--- config.mk ---
export PLATFORM = sky130hd
export DESIGN_NAME = scsp_dma_ctrl
export DESIGN_NICKNAME = d
export VERILOG_FILES = /design/src/rtl/scsp_dma_ctrl.sv
export SDC_FILE = /design/constraint.sdc
export NUM_CORES = 1
export LEC_CHECK = 0
export BUFFER_PORTS_ARGS = -buffer_cell sky130_fd_sc_hd__buf_4
export CORE_MARGIN = 2
export CORE_UTILIZATION = 50
export CTS_CLUSTER_DIAMETER = 30
export DETAILED_ROUTE_END_ITERATION = 10
export PLACE_DENSITY_LB_ADDON = 0.25
export SYNTH_ARGS = -nofsm -noshare
export SYNTH_HDL_FRONTEND = slang
export SYNTH_SLANG_ARGS = --single-unit
--- constraint.sdc ---
create_clock -name clk -period 5 [get_ports clk]
set_clock_uncertainty 0.15 [all_clocks]
set_input_delay 0.75 -clock clk [delete_from_list [all_inputs] [get_ports clk]]
set_output_delay 0.75 -clock clk [all_outputs]
set_load 0.01 [all_outputs]
--- src/rtl/scsp_dma_ctrl.sv ---
// SCSP internal DMA sequencer: copies 16-bit words between sound RAM and the
// register window, one word at a time, over two request/ack ports.
module scsp_dma_ctrl #(
  parameter int MEM_AW = 19,
  parameter int REG_AW = 11,
  parameter int LEN_W  = 11
) (
  input  logic              clk,
  input  logic              rst_n,
  input  logic [MEM_AW-1:0] dmea,
  input  logic [REG_AW-1:0] drga,
  input  logic [LEN_W-1:0]  dtlg,
  input  logic              ddir,
  input  logic              dgate,
  input  logic              dexe,
  output logic              dexe_clr,
  output logic              dma_irq,
  output logic              busy,
  output logic              mem_req,
  output logic              mem_we,
  output logic [MEM_AW-1:0] mem_a,
  output logic [15:0]       mem_d,
  input  logic [15:0]       mem_q,
  input  logic              mem_ack,
  output logic              reg_req,
  output logic              reg_we,
  output logic [REG_AW-1:0] reg_a,
  output logic [15:0]       reg_d,
  input  logic [15:0]       reg_q,
  input  logic              reg_ack
);

  typedef enum logic [2:0] {S_IDLE, S_LOAD, S_RD, S_WR, S_NEXT, S_DONE} state_t;

  state_t            state;
  logic              dexe_q;
  logic [MEM_AW-1:0] maddr;
  logic [REG_AW-1:0] raddr;
  logic [LEN_W-1:0]  cnt;
  logic              dir, gate;
  logic [15:0]       dat;

  // dir=0: RAM is source, register window is destination; dir=1 swaps them
  logic        src_req, src_ack, dst_req, dst_ack;
  logic [15:0] src_q;
  assign src_req = dir ? reg_req : mem_req;
  assign src_ack = dir ? reg_ack : mem_ack;
  assign src_q   = dir ? reg_q   : mem_q;
  assign dst_req = dir ? mem_req : reg_req;
  assign dst_ack = dir ? mem_ack : reg_ack;

  always_ff @(posedge clk or negedge rst_n) begin
    if (!rst_n) begin
      state    <= S_IDLE;
      dexe_q   <= 1'b0;
      maddr    <= '0;
      raddr    <= '0;
      cnt      <= '0;
      dir      <= 1'b0;
      gate     <= 1'b0;
      dat      <= '0;
      dexe_clr <= 1'b0;
      dma_irq  <= 1'b0;
      busy     <= 1'b0;
      mem_req  <= 1'b0;
      mem_we   <= 1'b0;
      mem_a    <= '0;
      mem_d    <= '0;
      reg_req  <= 1'b0;
      reg_we   <= 1'b0;
      reg_a    <= '0;
      reg_d    <= '0;
    end else begin
      dexe_q   <= dexe;
      dexe_clr <= 1'b0;
      dma_irq  <= 1'b0;
      case (state)
        S_IDLE: if (dexe && !dexe_q) begin
          maddr <= dmea;
          raddr <= drga;
          cnt   <= dtlg;
          dir   <= ddir;
          gate  <= dgate;
          busy  <= 1'b1;
          state <= S_LOAD;
        end
        S_LOAD: begin
          dat <= '0;
          if (cnt == '0) begin
            busy     <= 1'b0;
            dexe_clr <= 1'b1;
            dma_irq  <= 1'b1;
            state    <= S_DONE;
          end else begin
            state <= gate ? S_WR : S_RD;
          end
        end
        // Request goes out one cycle after entering the state, so a port
        // never sees REQ in the cycle right after its previous ACK.
        S_RD: begin
          if (!src_req) begin
            if (dir) begin
              reg_req <= 1'b1;
              reg_we  <= 1'b0;
              reg_a   <= raddr;
            end else begin
              mem_req <= 1'b1;
              mem_we  <= 1'b0;
              mem_a   <= maddr;
            end
          end else if (src_ack) begin
            dat     <= src_q;
            mem_req <= 1'b0;
            reg_req <= 1'b0;
            state   <= S_WR;
          end
        end
        S_WR: begin
          if (!dst_req) begin
            if (dir) begin
              mem_req <= 1'b1;
              mem_we  <= 1'b1;
              mem_a   <= maddr;
              mem_d   <= gate ? 16'h0000 : dat;
            end else begin
              reg_req <= 1'b1;
              reg_we  <= 1'b1;
              reg_a   <= raddr;
              reg_d   <= gate ? 16'h0000 : dat;
            end
          end else if (dst_ack) begin
            mem_req <= 1'b0;
            mem_we  <= 1'b0;
            reg_req <= 1'b0;
            reg_we  <= 1'b0;
            state   <= S_NEXT;
          end
        end
        S_NEXT: begin
          maddr <= maddr + 1'b1;
          raddr <= raddr + 1'b1;
          cnt   <= cnt - 1'b1;
          if (cnt == LEN_W'(1)) begin
            busy     <= 1'b0;
            dexe_clr <= 1'b1;
            dma_irq  <= 1'b1;
            state    <= S_DONE;
          end else begin
            state <= gate ? S_WR : S_RD;
          end
        end
        // dexe_q keeps tracking here, so an edge landing in DONE is consumed
        S_DONE: state <= S_IDLE;
        default: state <= S_IDLE;
      endcase
    end
  end

endmodule

==> summary.md <==
| Metric | Value |
|---|---|
| Status | `finished clean` |
| Skew-Pair Late Insertion Delay | `0.41 ns` |
| Syn Nets | `674` |
| Fin worst setup slack | `2.138 ns` |
| Combinational Power Share | `38.7%` |
| H-Tree Depth | `4` |
| Post-route minimum period | `2.862 ns` |
| Synth cell count leaders | `131 x dfrtp_1, 77 x mux2_2, 50 x nor2_1, 35 x nand2_1, 21 x nor2b_1` |
| Initial antenna violation count | `0` |
| Power density over the cells | `652.6 nW/um^2` |
| Tcrit/Tclk final | `57.24%` |
| Die ar. | `13950 sq um` |
| Switching pwr | `1.917 mW` |
| Global route total overflow | `0` |
| GR Util All Layers | `23.43%` |
| Setup crit end kind | `flip-flop` |
| DRC | `0` |
| DP Wirelength | `10750 microns` |
| Utilization after layout | `65.33%` |
| Vias/cell | `5.809` |
| 1st-pass router iterations | `5` |
| Die width | `118.1 microns` |
| Hold-fix buffers, CTS | `0` |
| Vias in the first global route | `5233` |
| First-pass GRT wire length | `26260 microns` |
| Clock power share | `23.2%` |
| Sw frac | `35.49%` |
| M3 GR Usage | `5.766%` |
| CTS tree | `yes` |
| Post-DP Area | `7674 sq um` |
| Unrepaired setup endpoints after global routing | `no` |
| Post-Route WL | `15560 microns` |
| Worst Tran Pin Value | `1.159 ns` |
| Post-CTS Setup Inserts | `0` |
| Internal | `3.485 mW` |
| Clk pin slew, worst setup/hold paths | `0.05 ns` |
| Post-synth cell types | `64` |
| Initial Util | `51.37%` |
| Core area | `12670 sq um` |
| Tot Pwr | `5.402 mW` |
| Gp weighted congestion | `0.8617` |
| Cts bufs inserted | `17` |
| Required @ worst endpoint | `5.14 ns` |
| Top-Level Pins | `149` |
| Post_cts resized | `0` |
| M1 GR Usage | `31.33%` |
| Yosys warnings | `0` |
| Syn avg cell area | `11.05 sq um` |
| CTS root buf | `clkbuf_16` |
| Flop pwr share | `38.1%` |
| Fin Hold WS | `0.1950 ns` |
| Met2 Usage GRT | `37.25%` |
| Mapped cell area | `6509 sq um` |
| Asr flop ratio synth | `100.0%` |
| Number of synthesized flops with an enable pin | `0` |
| Final net count | `808` |
| Max cap viols | `0` |
| CP Cell Sequence | `xnor2_1 -> nand4_1 -> mux2_2` |
| Pin count of the biggest net entering global routing | `50` |
| CP peak stage delay | `0.92 ns` |
| Worst VDD drop | `365.0 uV` |
| Via count | `5275` |
| Class of the most critical setup path | `flip-flop to flip-flop` |
| Non-Filler Cell Area, Final | `8278 sq um` |
| Worst-case clock buffer depth | `2` |
| R2R Setup Slk | `2.14 ns` |
| # setup viols final | `0` |
| Ant diodes | `0` |
| Die height | `118.1 microns` |
| Dpl ws | `2.135 ns` |
| Rel. slew slack | `22.53%` |
| FP Rows | `41` |
| Dpl cells | `876` |
| Layout overhead on the synthesized area | `27.18%` |
| Count leader, synth | `dfrtp_1` |
| Final Slew Violations | `0` |
| Fin. Hold Viols | `0` |
| Wirelength per Cell | `17.13 microns` |
| #FFs+latches synth | `131` |
| FMAX | `349.4 MHz` |
| Cells after synthesis | `589` |
| Top cell type by total area after synthesis | `dfrtp_1` |
| Routed Antenna Nets | `0` |
| Dominant synthesized flop cell | `dfrtp_1` |
| # port buffers | `148` |
| Top post-synthesis cells by area | `dfrtp_1 50%, mux2_2 13%, mux2i_1 2.9%` |
| Arr. time, crit path | `3.00 ns` |
| Leak pwr | `3.808 nW` |
| Fraction of layout instances using a drive strength above 1 | `37.91%` |
| Critical Path Fanout Max | `24` |
| Synth top area share | `50.37%` |
| Final setup TNS | `0 ns` |
| Gr busiest metal | `met2` |
| Worst path slowest cell | `nand4_1` |
| Seq/Total Area, Yosys | `50.37%` |
| Final instance count without filler cells | `908` |
| Worst Hold Class | `primary input to asynchronous set/reset pin` |
| Clock Sinks | `131` |
| Starting DRT DRC Count | `301` |
| Crit path launch type | `flip-flop` |
==> state kept, by name (all words and copies together), names as in the netlist <==
register and flops:
maddr 19, mem_a 19, dat 16, mem_d 16, reg_d 16, cnt 11
raddr 11, reg_a 11, state 3, busy 1, dexe_q 1, dir 1
dma_irq 1, gate 1, mem_req 1, mem_we 1, reg_req 1, reg_we 1
==> cell type report <==
cell class | instances | area (sq um)
Timing Repair Buffer | 154 | 1156
Inverter | 11 | 41.29
Clock inverter | 10 | 130.1
Fill cell | 1003 | 4393
Clock buffer | 22 | 474.2
Tap cell | 172 | 215.2
Multi-Input combinational cell | 408 | 2983
Sequential cell | 131 | 3278
==> power by group through the flow <==
stage               Combinational (mW)  Clock [mW]  Sequential, mW
floorplan                         1.44           0            1.96
global placement                  2.04           0            2.03
detailed placement                2.10           0            2.06
CTS                               2.11        1.27            2.05
global route                      2.31        1.33            2.15
finish                            2.09        1.25            2.06
==> final timing paths <==
path,start,end,cells past startpoint
worst max-delay path,state[0],mem_a[18],3
worst min-delay path,rst_n,reg_d[2],1
worst max register to register,state[0],mem_a[18],3
worst min register to register,mem_we,mem_we,1
max in group asynchronous,rst_n,dat[1],2
min in group clk,dexe,dexe_q,1
==> routing by layer <==
layer	wire length (microns)	part of all wire, %	vias up
met5	0	0	-
li1	-	-	2449
met3	1095	7.0	18
met1	6614	43	2578
met2	7628	49	230
met4	217	1.4	0
==> cells by family after synthesis <==
family                   synth area share [%]
AO/OA/AOI/OAI                           12.11
buffers and inverters                   3.806
adder cells (fa/ha/maj)                0.9612
XOR/XNOR                               0.2692
flip-flops                              50.37
multiplexers                            16.24
AND/OR/NAND/NOR                         16.24
==> cells in the final DEF (no fill, tap or decap), types with 7 or more instances in the layout <==
master     synthesis  final
buf_4              4    154
dfrtp_1          131    131
mux2_2            77     77
nor2_1            50     50
nand2_1           35     35
nor2b_1           21     21
a21oi_1           20     20
mux2i_1           19     19
nor3_1            17     17
o21ai_0           17     17
clkbuf_16          0     17
nand4_1           14     14
nand3_1           12     12
inv_1             11     11
and3_1             7      7
a311oi_1           7      7
o211ai_1           7      7
==> worst max-delay path: cells and delay by family, from the launching register on <==
| family | cells | cell delay, ns |
|---|---|---|
| mux | 1 | 0.63 |
| simple gates | 1 | 0.92 |
| flops | 1 | 0.82 |
| xor+xnor | 1 | 0.21 |
Power figures use the tool's default switching activity.
